`src/rtl/alu_writeback_if.sv`:
```
`default_nettype none
// ============================================================================
// Module   : alu_writeback_if
// Purpose  : ALU-result beat handshake between the ALU and writeback stage.
// Revision : 1.0
// ============================================================================
interface alu_writeback_if #(
    parameter int N  = 8,
    parameter int RA = 3
) ();
    logic            in_valid;
    logic            in_ready;
    logic [2:0]      in_op;
    logic [2*N-1:0]  in_result;
    logic [RA-1:0]   in_rd;

    modport master (
        output in_valid,
        output in_op,
        output in_result,
        output in_rd,
        input  in_ready
    );

    modport slave (
        input  in_valid,
        input  in_op,
        input  in_result,
        input  in_rd,
        output in_ready
    );
endinterface
`default_nettype wire

```
`src/rtl/alu_writeback.sv`:
```
`default_nettype none
// ============================================================================
// Module   : alu_writeback
// Purpose  : Registers ALU results into register-file writes; mult is split
//            into a lo/hi register-pair write and zero/carry flags are kept.
// Revision : 1.0
// ============================================================================
module alu_writeback #(
    parameter int N  = 8,
    parameter int RA = 3
) (
    input  wire logic          clk,
    input  wire logic          reset,
    alu_writeback_if.slave     in_if,
    output logic               rf_we,
    output logic [RA-1:0]      rf_waddr,
    output logic [N-1:0]       rf_wdata,
    output logic               flag_zero,
    output logic               flag_carry,
    output logic               busy
);

    typedef enum logic [0:0] {
        S_IDLE = 1'b0,
        S_HI   = 1'b1
    } state_t;

    localparam logic [2:0] OP_ADD  = 3'b000;
    localparam logic [2:0] OP_SUB  = 3'b010;
    localparam logic [2:0] OP_MULT = 3'b101;

    state_t          state_q,   state_d;
    logic            we_q,      we_d;
    logic [RA-1:0]   waddr_q,   waddr_d;
    logic [N-1:0]    wdata_q,   wdata_d;
    logic [RA-1:0]   hi_addr_q, hi_addr_d;
    logic [N-1:0]    hi_data_q, hi_data_d;
    logic            zero_q,    zero_d;
    logic            carry_q,   carry_d;

    logic            w_accept;
    logic            w_is_mult;

    // Ready depends on state only, so the producer never sees a loop.
    assign in_if.in_ready = (state_q == S_IDLE);
    assign w_accept       = in_if.in_valid && (state_q == S_IDLE);
    assign w_is_mult      = (in_if.in_op == OP_MULT);

    always_comb begin
        state_d   = state_q;
        we_d      = 1'b0;
        waddr_d   = waddr_q;
        wdata_d   = wdata_q;
        hi_addr_d = hi_addr_q;
        hi_data_d = hi_data_q;
        zero_d    = zero_q;
        carry_d   = carry_q;

        case (state_q)
            S_IDLE: begin
                if (w_accept) begin
                    we_d    = 1'b1;
                    waddr_d = in_if.in_rd;
                    wdata_d = in_if.in_result[N-1:0];
                    if (w_is_mult) begin
                        state_d   = S_HI;
                        hi_addr_d = in_if.in_rd + RA'(1);
                        hi_data_d = in_if.in_result[2*N-1:N];
                        zero_d    = (in_if.in_result == '0);
                    end else begin
                        zero_d    = (in_if.in_result[N-1:0] == '0);
                    end
                    case (in_if.in_op)
                        OP_ADD, OP_SUB: carry_d = in_if.in_result[N];
                        OP_MULT:        carry_d = |in_if.in_result[2*N-1:N];
                        default:        carry_d = 1'b0;
                    endcase
                end
            end
            S_HI: begin
                we_d    = 1'b1;
                waddr_d = hi_addr_q;
                wdata_d = hi_data_q;
                state_d = S_IDLE;
            end
            default: state_d = S_IDLE;
        endcase
    end

    always_ff @(posedge clk) begin
        if (reset) begin
            state_q   <= S_IDLE;
            we_q      <= 1'b0;
            waddr_q   <= '0;
            wdata_q   <= '0;
            hi_addr_q <= '0;
            hi_data_q <= '0;
            zero_q    <= 1'b0;
            carry_q   <= 1'b0;
        end else begin
            state_q   <= state_d;
            we_q      <= we_d;
            waddr_q   <= waddr_d;
            wdata_q   <= wdata_d;
            hi_addr_q <= hi_addr_d;
            hi_data_q <= hi_data_d;
            zero_q    <= zero_d;
            carry_q   <= carry_d;
        end
    end

    assign rf_we      = we_q;
    assign rf_waddr   = waddr_q;
    assign rf_wdata   = wdata_q;
    assign flag_zero  = zero_q;
    assign flag_carry = carry_q;
    assign busy       = (state_q == S_HI);

endmodule
`default_nettype wire
```
`src/flat_wrapper.sv`:
```
// flat-port wrapper written by rule: the top's interface ports become plain ports
module alu_writeback_flat 
#(
    parameter int N  = 8,
    parameter int RA = 3
)
  (clk, reset, rf_we, rf_waddr, rf_wdata, flag_zero, flag_carry, busy, in_if_in_valid, in_if_in_op, in_if_in_result, in_if_in_rd, in_if_in_ready);
  alu_writeback_if #(.N(N), .RA(RA)) in_if_i ();
  input  wire logic clk;
  input  wire logic reset;
  output logic rf_we;
  output logic [RA-1:0] rf_waddr;
  output logic [N-1:0] rf_wdata;
  output logic flag_zero;
  output logic flag_carry;
  output logic busy;
  input wire logic [$bits(in_if_i.in_valid)-1:0] in_if_in_valid;
  input wire logic [$bits(in_if_i.in_op)-1:0] in_if_in_op;
  input wire logic [$bits(in_if_i.in_result)-1:0] in_if_in_result;
  input wire logic [$bits(in_if_i.in_rd)-1:0] in_if_in_rd;
  output wire logic [$bits(in_if_i.in_ready)-1:0] in_if_in_ready;
  assign in_if_i.in_valid = in_if_in_valid;
  assign in_if_i.in_op = in_if_in_op;
  assign in_if_i.in_result = in_if_in_result;
  assign in_if_i.in_rd = in_if_in_rd;
  assign in_if_in_ready = in_if_i.in_ready;
  alu_writeback #(.N(N), .RA(RA)) u_core (.clk(clk), .reset(reset), .in_if(in_if_i), .rf_we(rf_we), .rf_waddr(rf_waddr), .rf_wdata(rf_wdata), .flag_zero(flag_zero), .flag_carry(flag_carry), .busy(busy));
endmodule
```
`config.mk`:
```
export PLATFORM = sky130hd
export DESIGN_NAME = alu_writeback_flat
export DESIGN_NICKNAME = d
export VERILOG_FILES = /design/src/rtl/alu_writeback_if.sv /design/src/rtl/alu_writeback.sv /design/src/flat_wrapper.sv
export SDC_FILE = /design/constraint.sdc
export NUM_CORES = 1
export LEC_CHECK = 0
export ABC_AREA = 1
export BUFFER_PORTS_ARGS = -buffer_cell sky130_fd_sc_hd__buf_2
export CAP_MARGIN = 25
export CORE_MARGIN = 1.5
export CORE_UTILIZATION = 51
export DETAILED_ROUTE_END_ITERATION = 6
export PLACE_DENSITY = 0.82
export SLEW_MARGIN = 20
export SYNTH_ARGS = -nofsm -noshare
export SYNTH_HDL_FRONTEND = slang
export SYNTH_SLANG_ARGS = --single-unit
```
`constraint.sdc`:
```
create_clock -name clk -period 2.25 [get_ports clk]
set_input_delay 0.225 -clock clk [delete_from_list [all_inputs] [get_ports clk]]
set_output_delay 0.225 -clock clk [all_outputs]
set_load 0.03 [all_outputs]
```
==> results of run 1 <==
[final cells by class]
cell class | count | share of cell area
multi-input combinational | 105 | 0.358
clock inverter | 1 | 0.0220
timing repair buffer | 40 | 0.146
sequential | 26 | 0.381
clock buffer | 3 | 0.0165
inverter | 19 | 0.0522
tap | 27 | 0.0247
[state kept, by name, summed over array words and instances (netlist names)]
name,count
u_core.rf_wdata,8
u_core.flag_zero,1
u_core.flag_carry,1
u_core.busy,1
u_core.rf_waddr,3
u_core.hi_data_q,8
u_core.rf_we,1
u_core.hi_addr_q,3
[layer usage]
layer  global-route usage  vias to the layer above
met4               0.0694                        0
met2                0.407                       28
met5                    0                        -
met1                0.271                      521
li1                     -                      565
met3               0.0333                        4
[metrics by stage]
stage / instance area (µm²) / instances
after floorplan: 1120 / 156
after global placement: 1320 / 217
after detailed placement: 1320 / 217
after CTS: 1370 / 221
after global routing: 1370 / 221
final: 1370 / 221
[cells by family after synthesis]
kind of cell,share of synthesized area
AND/OR/NAND/NOR,0.278
AO/OA/AOI/OAI,0.138
flip-flops,0.463
buffers and inverters,0.102
XOR/XNOR,0.00779
adder cells (fa/ha/maj),0.0111
[path summary, 6_finish.rpt]
path | end | cells past startpoint
hold reg to reg | u_core.flag_zero | 2
hold / removal | u_core.hi_addr_q[0] | 2
setup / recovery | u_core.rf_waddr[2] | 5
setup reg to reg | u_core.rf_waddr[2] | 5
[cells in the mapped netlist, drive strengths merged]
library cell and number:
xnor2 1, a21oi 4, clkbuf 1, o21ai 14
nand3 7, inv 19, a211oi 1, nor2 32
a22oi 7, nand2 38, dfxtp 26, buf 5
ha 1
[placed cells by master, fill, tap and decap left out, drive strengths merged]
cell,synthesis,routed
buf,5,40
nand2,38,38
nor2,32,32
dfxtp,26,26
inv,19,19
o21ai,14,14
a22oi,7,7
nand3,7,7
a21oi,4,4
clkbuf,1,3
xnor2,1,1
a211oi,1,1
ha,1,1
bufinv,0,1
[critical path, stage by stage (launching register included)]
cell     delay [ns]
dfxtp_1        0.49
nor2_1         0.68
a22oi_1        0.17
nand2_1        0.13
nand2_1        0.05
inv_1          0.07
[power by group through the flow]
| stage | Sequential [mW] | Combinational [mW] | Clock (mW) |
|---|---|---|---|
| final | 0.493 | 0.136 | 0.317 |
| after global routing | 0.495 | 0.149 | 0.337 |
| after CTS | 0.492 | 0.136 | 0.324 |
| after detailed placement | 0.502 | 0.136 | 0 |
| after global placement | 0.502 | 0.132 | 0 |
| after floorplan | 0.527 | 0.0610 | 0 |
==> flow_summary.toml, run 1 <==
[routing]
wl_met2_um = 1340
wl_met3_um = 116
via_per_inst = 5.06
wl_per_cell_um = 12.0
met1_length_um = 1180
finalWirelength_um = 2660
drc = 0
drt_pass1_iterations = 4
antenna_left = 0
via_count = 1118
drtIter0Drc = 23
highest_layer = "met4"

[sta]
hold_viol = 0
fin_tns_setup_ns = 0
hold-worst-slack_ns = 0.101
grt_setup_unrepaired = "false"
clock_skew_ns = 0.00260
fin_ws_ns = 0.619
period_share = 0.725
setup_viol = 0
fmax_ghz = 0.613
final_max_slew_viol_count = 0
relSlewSlack = 0.476
tightestPinTransition_ns = 0.783
fin_crit_ns = 1.63

[worst_hold_path]
hold_path.class = "in2reg"
min_from = "in_if_in_rd[0]"

[final_layout]
area_delta_synth_final_pct = 21.6
nets = 221
multi_input_comb_area_um2 = 489
layout-drive-gt1-share = 0.253
regArea_um2 = 520
fin_util = 0.676
fillers = 195
antenna_cells = 0

[global_routing]
grt_pass1_vias = 1021
antenna_found_initial = 0
grt_pass1_wl_um = 4380
grt_overflow = 0
grt_max_degree = 23
grt_usage = 0.225

[clock_network]
tritoncts = "done"
clk_path_buf_depth = 2
hold_buffers = 0
cts.htree.levels = 1
cts.sinks = 26
cts.clk_slew.worst_paths_ns = 0.14
cts_buffers = 3
cts_setup_buffers = 0
cts_resized = 0
clock_latency_ns = 0.31
cts-root-buf = "clkbuf_4"

[power_and_ir_drop]
p_per_area_nw_per_um2 = 692
p_leak_nw = 0.759
sw_frac_of_total = 0.251
p_sw_mw = 0.238
clkPwrFrac = 0.335
finalPower_mw = 0.946
seq_power_share = 0.521
internal_power_mw = 0.708
combPwrFrac = 0.144
vdd_drop_max_v = 0.000357

[logic_synthesis]
ys_warn_count = 0
synth_area_per_cell_um2 = 7.21
synth.distinct_cells = 19
syn-num-nets = 182
synth_area_um2 = 1120
yosysTopAreaCell = "dfxtp_1"
synth.area.top_cells = "dfxtp_1 (46%), nand2_1 (12%), nor2_1 (10%), inv_1 (5.7%), a22oi_1 (4.7%)"
synth.top_cell.area_share = 0.463
ys_ff_latch = 26
syn_inst = 156
yosysSeqAreaShare = 0.463

[worst_setup_path]
cp_max_fo = 14
reg2reg_slack_ns = 0.62
crit_start = "u_core.busy"
crit_type = "reg2reg"
critPathLaunchType = "register"
cp-end-kind = "register"
required_ns = 2.52
crit_arrival_ns = 1.90
r2r_start = "u_core.busy"

[status]
status = "complete, no violations"

[floorplan]
boundaryPins = 41
die_w_um = 50.0
core_um2 = 2020
die_area_um2 = 2500
row_count = 16
die_height_um = 50.0
start_util = 0.556

[placed_design]
place.port_buffers = 40
place_congestion = 0.833
dp_hpwl_um = 1950
post-place-ws_ns = 0.677

[run]
maxCapViolations = 0
Power figures use the tool's default switching activity.
==> run 2: changes to the inputs <==
- ABC_AREA: 1 -> 0
- CORE_UTILIZATION: 51 -> 43
- PLACE_DENSITY: 0.82 -> 0.74
- clock period: 2.25 -> 1.5 ns (I/O delays scaled with it)
==> flow_summary.toml, run 2 <==
[logic_synthesis]
synth_top_family_by_area = "simple AND/OR/NAND/NOR gates"
synth_mux_area_frac = 0.109
synth.top_cell.area_share = 0.459
synthTopCellsByCount = "dfxtp_1 (26), a21oi_1 (24), nand2_1 (22), mux2_2 (11), o21ai_0 (10)"
synth_xor_area_frac = 0.00773
yosysMostFrequentCell = "dfxtp_1"
synth_area_per_cell_um2 = 8.46
synth_flop_cell = "dfxtp_1"
yosysTopAreaCell = "dfxtp_1"
synth_compound_area_frac = 0.173
syn_inst = 134
async_reset_ff_frac = 0
synth_fa_ha_area_frac = 0.0110
synth-simple-area-share = 0.193
ys_ff_latch = 26
synth_area_um2 = 1130
synth.area.top_cells = "dfxtp_1 (46%), mux2_2 (11%), a21oi_1 (11%), nand2_1 (7.3%), o21ai_0 (4.4%)"
syn-num-nets = 160
yosysSeqAreaShare = 0.459
ys_warn_count = 0
synth_edf_count = 0
synth.distinct_cells = 23

[routing]
antenna_left = 0
wl_per_cell_um = 12.6
finalWirelength_um = 2550
drtIter0Drc = 29
via_count = 1059
drc = 0
via_per_inst = 5.22
drt_pass1_iterations = 4

[worst_setup_path]
crit_family = "flip-flops"
reg2reg_slack_ns = 0.19
r2r_start = "u_core.busy"
slowest_stage = "dfxtp_1"
crit_type = "reg2out"
path_buf_inv = 2
cp_max_fo = 8
required_ns = 1.35
crit_arrival_ns = 1.25
r2r_cells = 3
r2r-end = "u_core.hi_data_q[6]"
crit_path_max_incr_delay_ns = 0.51
worstPathCellList = "clkinvlp_4, buf_2"
cp-end-kind = "output pin"
critPathLaunchType = "register"

[sta]
relSlewSlack = 0.724
fin_ws_ns = 0.102
fin_crit_ns = 1.40
period_share = 0.932
fmax_ghz = 0.715
tightestPinTransition_ns = 0.415
final_max_slew_viol_count = 0
hold_viol = 0
grt_setup_unrepaired = "false"
clock_skew_ns = 0.00385
setup_viol = 0
fin_tns_setup_ns = 0

[global_routing]
antenna_found_initial = 0
grt_pass1_wl_um = 4080
grt_pass1_vias = 905
grt_usage = 0.191
grt_overflow = 0
grt_max_degree = 15

[floorplan]
die_height_um = 54.3
row_count = 18
start_util = 0.458
die_w_um = 54.3
die_area_um2 = 2950
core_um2 = 2480
boundaryPins = 41

[clock_network]
cts.clk_slew.worst_paths_ns = 0.13
clock_latency_ns = 0.31
tritoncts = "done"
cts.sinks = 26
cts-root-buf = "clkbuf_4"
clk_path_buf_depth = 2
cts_buffers = 3
cts.htree.levels = 1
hold_buffers = 0

[placed_design]
place_congestion = 0.822
placed_area_um2 = 1340
place.port_buffers = 40
placedCellCount = 196
post-place-ws_ns = 0.170
dp_hpwl_um = 1870

[power_and_ir_drop]
p_sw_mw = 0.336
clkPwrFrac = 0.228
p_leak_nw = 0.594
internal_power_mw = 0.906
vdd_drop_max_v = 0.000646
seq_power_share = 0.590
finalPower_mw = 1.24
sw_frac_of_total = 0.271
p_per_area_nw_per_um2 = 888
combPwrFrac = 0.182

[status]
status = "complete, no violations"

[final_layout]
regArea_um2 = 520
multi_input_comb_area_um2 = 562
final_cell_area_um2 = 1400
layout_common_cells = "buf_2 (40), dfxtp_1 (26), a21oi_1 (24)"
area_delta_synth_final_pct = 23.4
nets = 201
layout-drive-gt1-share = 0.358
antenna_cells = 0
fillers = 252
final_cells = 203
final_common_cell = "buf_2"

[worst_hold_path]
hold_depth = 2
hold_path.class = "in2reg"
min_from = "in_if_in_rd[0]"
hold_path_end = "u_core.hi_addr_q[0]"

[run]
maxCapViolations = 0
-- run 2: cell types whose count changed in the layout (fill, tap and decap cells not counted), moves of 6 or more --
cell     change
nand2_1     -15
mux2_2      +11
buf_4        +6
inv_1       -16
a22oi_1      -7
a21oi_1     +20
nor2_1      -28
o21ai_1      -9
-- run 2: worst max path at each step --
stage	start	endpoint	slack, ns	depth (start not counted)
6_report	u_core.busy	in_if_in_ready	0.10	2
5_1_grt	u_core.busy	in_if_in_ready	0.03	2
4_1_cts	u_core.busy	in_if_in_ready	0.03	2
3_5_place_dp	in_if_in_valid	u_core.hi_addr_q[2]	0.17	4
3_3_place_gp	in_if_in_valid	u_core.hi_addr_q[2]	0.24	4
2_1_floorplan	u_core.busy	u_core.rf_waddr[2]	0.18	4
-- run 2: timing repair --
item	in CTS	in global routing
gates resized for setup	0	2
buffers inserted	0	4
setup endpoints to repair	0	1
-- run 2: power by group through the flow --
stage / clock [mW] / sequential [mW] / combinational [mW]
finish: 0.283 / 0.733 / 0.226
global route: 0.317 / 0.738 / 0.247
CTS: 0.292 / 0.733 / 0.223
detailed placement: 0 / 0.748 / 0.222
global placement: 0 / 0.746 / 0.219
floorplan: 0 / 0.791 / 0.103
-- run 2: layer usage --
metal / track usage / vias to the layer above / share of wire
met5: 0 / - / 0
met2: 0.319 / 36 / 0.45
met3: 0.0246 / 2 / 0.061
met4: 0.0625 / 0 / 0.0059
met1: 0.254 / 469 / 0.48
li1: - / 552 / -
-- run 2: stage by stage --
stage / utilization / hold slack [ns]
after floorplan: - / 0.260
after CTS: 0.551 / 0.0506
final: 0.565 / 0.0583
after global routing: 0.565 / 0.0641
after detailed placement: 0.541 / 0.397
after global placement: 0.541 / 0.383
-- run 2: cell type report --
class                   count  share of cell area
clock buffers               3              0.0161
inverters                   2             0.00805
multi-input cells          96               0.402
flip-flops and latches     26               0.372
well taps                  30              0.0268
repair buffers             46               0.175
-- run 2: cell families after synthesis --
| kind of cell | count (synthesis) |
|---|---|
| AND/OR/NAND/NOR | 46 |
| AO/OA/AOI/OAI | 37 |
| flip-flops | 26 |
| buffers and inverters | 12 |
| multiplexers | 11 |
| XOR/XNOR | 1 |
| adder cells (fa/ha/maj) | 1 |
==> run 3: changes to the inputs <==
- CORE_MARGIN: 1.5 -> 2
==> flow_summary.toml, run 3 (synthesis gave the netlist of run 2 again) <==
[placed_design]
place_congestion = 0.839
dp_hpwl_um = 1920
post-place-ws_ns = 0.137
placed_area_um2 = 1340
place.port_buffers = 40

[sta]
clock_skew_ns = 0.00834
hold_viol = 0
fin_crit_ns = 1.44
setup_viol = 0
tightestPinTransition_ns = 0.432
period_share = 0.962
fmax_ghz = 0.693
fin_ws_ns = 0.0567
relSlewSlack = 0.712
fin_tns_setup_ns = 0
final_max_slew_viol_count = 0

[floorplan]
die_area_um2 = 3060
row_count = 18
core_um2 = 2480
die_height_um = 55.3
start_util = 0.458
die_w_um = 55.3
boundaryPins = 41

[global_routing]
grt_overflow = 0
grt_max_degree = 15
grt_pass1_wl_um = 4400
grt_usage = 0.175
antenna_found_initial = 0
grt_pass1_vias = 1044

[routing]
via_per_inst = 5.38
drt_pass1_iterations = 4
wl_per_cell_um = 13.0
antenna_left = 0
drtIter0Drc = 28
finalWirelength_um = 2660
via_count = 1098
drc = 0

[worst_setup_path]
worstPathCellList = "clkinvlp_4, buf_2"
crit_arrival_ns = 1.29
slowest_stage = "dfxtp_1"
crit_type = "reg2out"
cp_max_fo = 8
critPathLaunchType = "register"
r2r_start = "u_core.busy"
cp-end-kind = "output pin"
crit_path_max_incr_delay_ns = 0.52
required_ns = 1.35
crit_start = "u_core.busy"

[worst_hold_path]
hold_path.class = "in2reg"
min_from = "in_if_in_rd[0]"

[clock_network]
clock_latency_ns = 0.33
cts.clk_slew.worst_paths_ns = 0.15
tritoncts = "done"
cts-root-buf = "clkbuf_4"
clk_path_buf_depth = 2
cts_buffers = 3
hold_buffers = 0
cts.sinks = 26
cts.htree.levels = 1

[final_layout]
fin_util = 0.570
layout_common_cells = "buf_2 (40), dfxtp_1 (26), a21oi_1 (24)"
final_common_cell = "buf_2"
multi_input_comb_area_um2 = 562
regArea_um2 = 520
final_cell_area_um2 = 1410
antenna_cells = 0
area_delta_synth_final_pct = 24.6
layout-drive-gt1-share = 0.362
nets = 201
fillers = 264

[status]
status = "complete, no violations"

[power_and_ir_drop]
p_per_area_nw_per_um2 = 941
vdd_drop_max_v = 0.000553
p_leak_nw = 0.601
finalPower_mw = 1.33

[run]
maxCapViolations = 0
[run 3: changes by cell type in the layout (fill, tap and decap cells not counted)]
cell      change
clkbuf_8      +1
[run 3: cell type report]
type	instances	area share
clock buffer	4	0.0257
inverter	2	0.00797
multi-input combinational	96	0.398
sequential	26	0.368
tap	30	0.0266
timing repair buffer	46	0.174
[run 3: metrics by stage]
step	std cells	hold slack (ns)
2_1_floorplan	134	0.260
3_3_place_gp	196	0.382
3_5_place_dp	196	0.405
4_1_cts	200	0.0551
5_1_grt	204	0.0539
6_report	204	0.0454
[run 3: where the power goes]
part,total [mW],internal [mW],switching (mW)
combinational,0.226,0.0923,0.134
sequential,0.733,0.720,0.0131
clock,0.370,0.149,0.222
[run 3: worst max-delay path, delay by kind of cell, from the launching register on]
family,cells,cell delay [ns]
buf+inv,2,0.43
flops,1,0.52
[run 3: routing by layer]
metal  vias to the layer above  global-route usage  share of wire
met3                         4              0.0328          0.073
met1                       496               0.214           0.46
met5                         -                   0              0
met4                         0              0.0557          0.012
met2                        42               0.310           0.46
li1                        556                   -              -
[run 3: final timing paths]
path	to	slack [ns]	depth (start not counted)
setup / recovery	in_if_in_ready	0.06	2
hold / removal	u_core.hi_addr_q[0]	0.05	2
setup reg to reg	u_core.hi_data_q[0]	0.19	3
hold reg to reg	u_core.rf_waddr[1]	0.47	2
[run 3: timing repair]
action	CTS	global route
buffers inserted	0	4
resized for setup	0	2
setup endpoints to repair	0	2
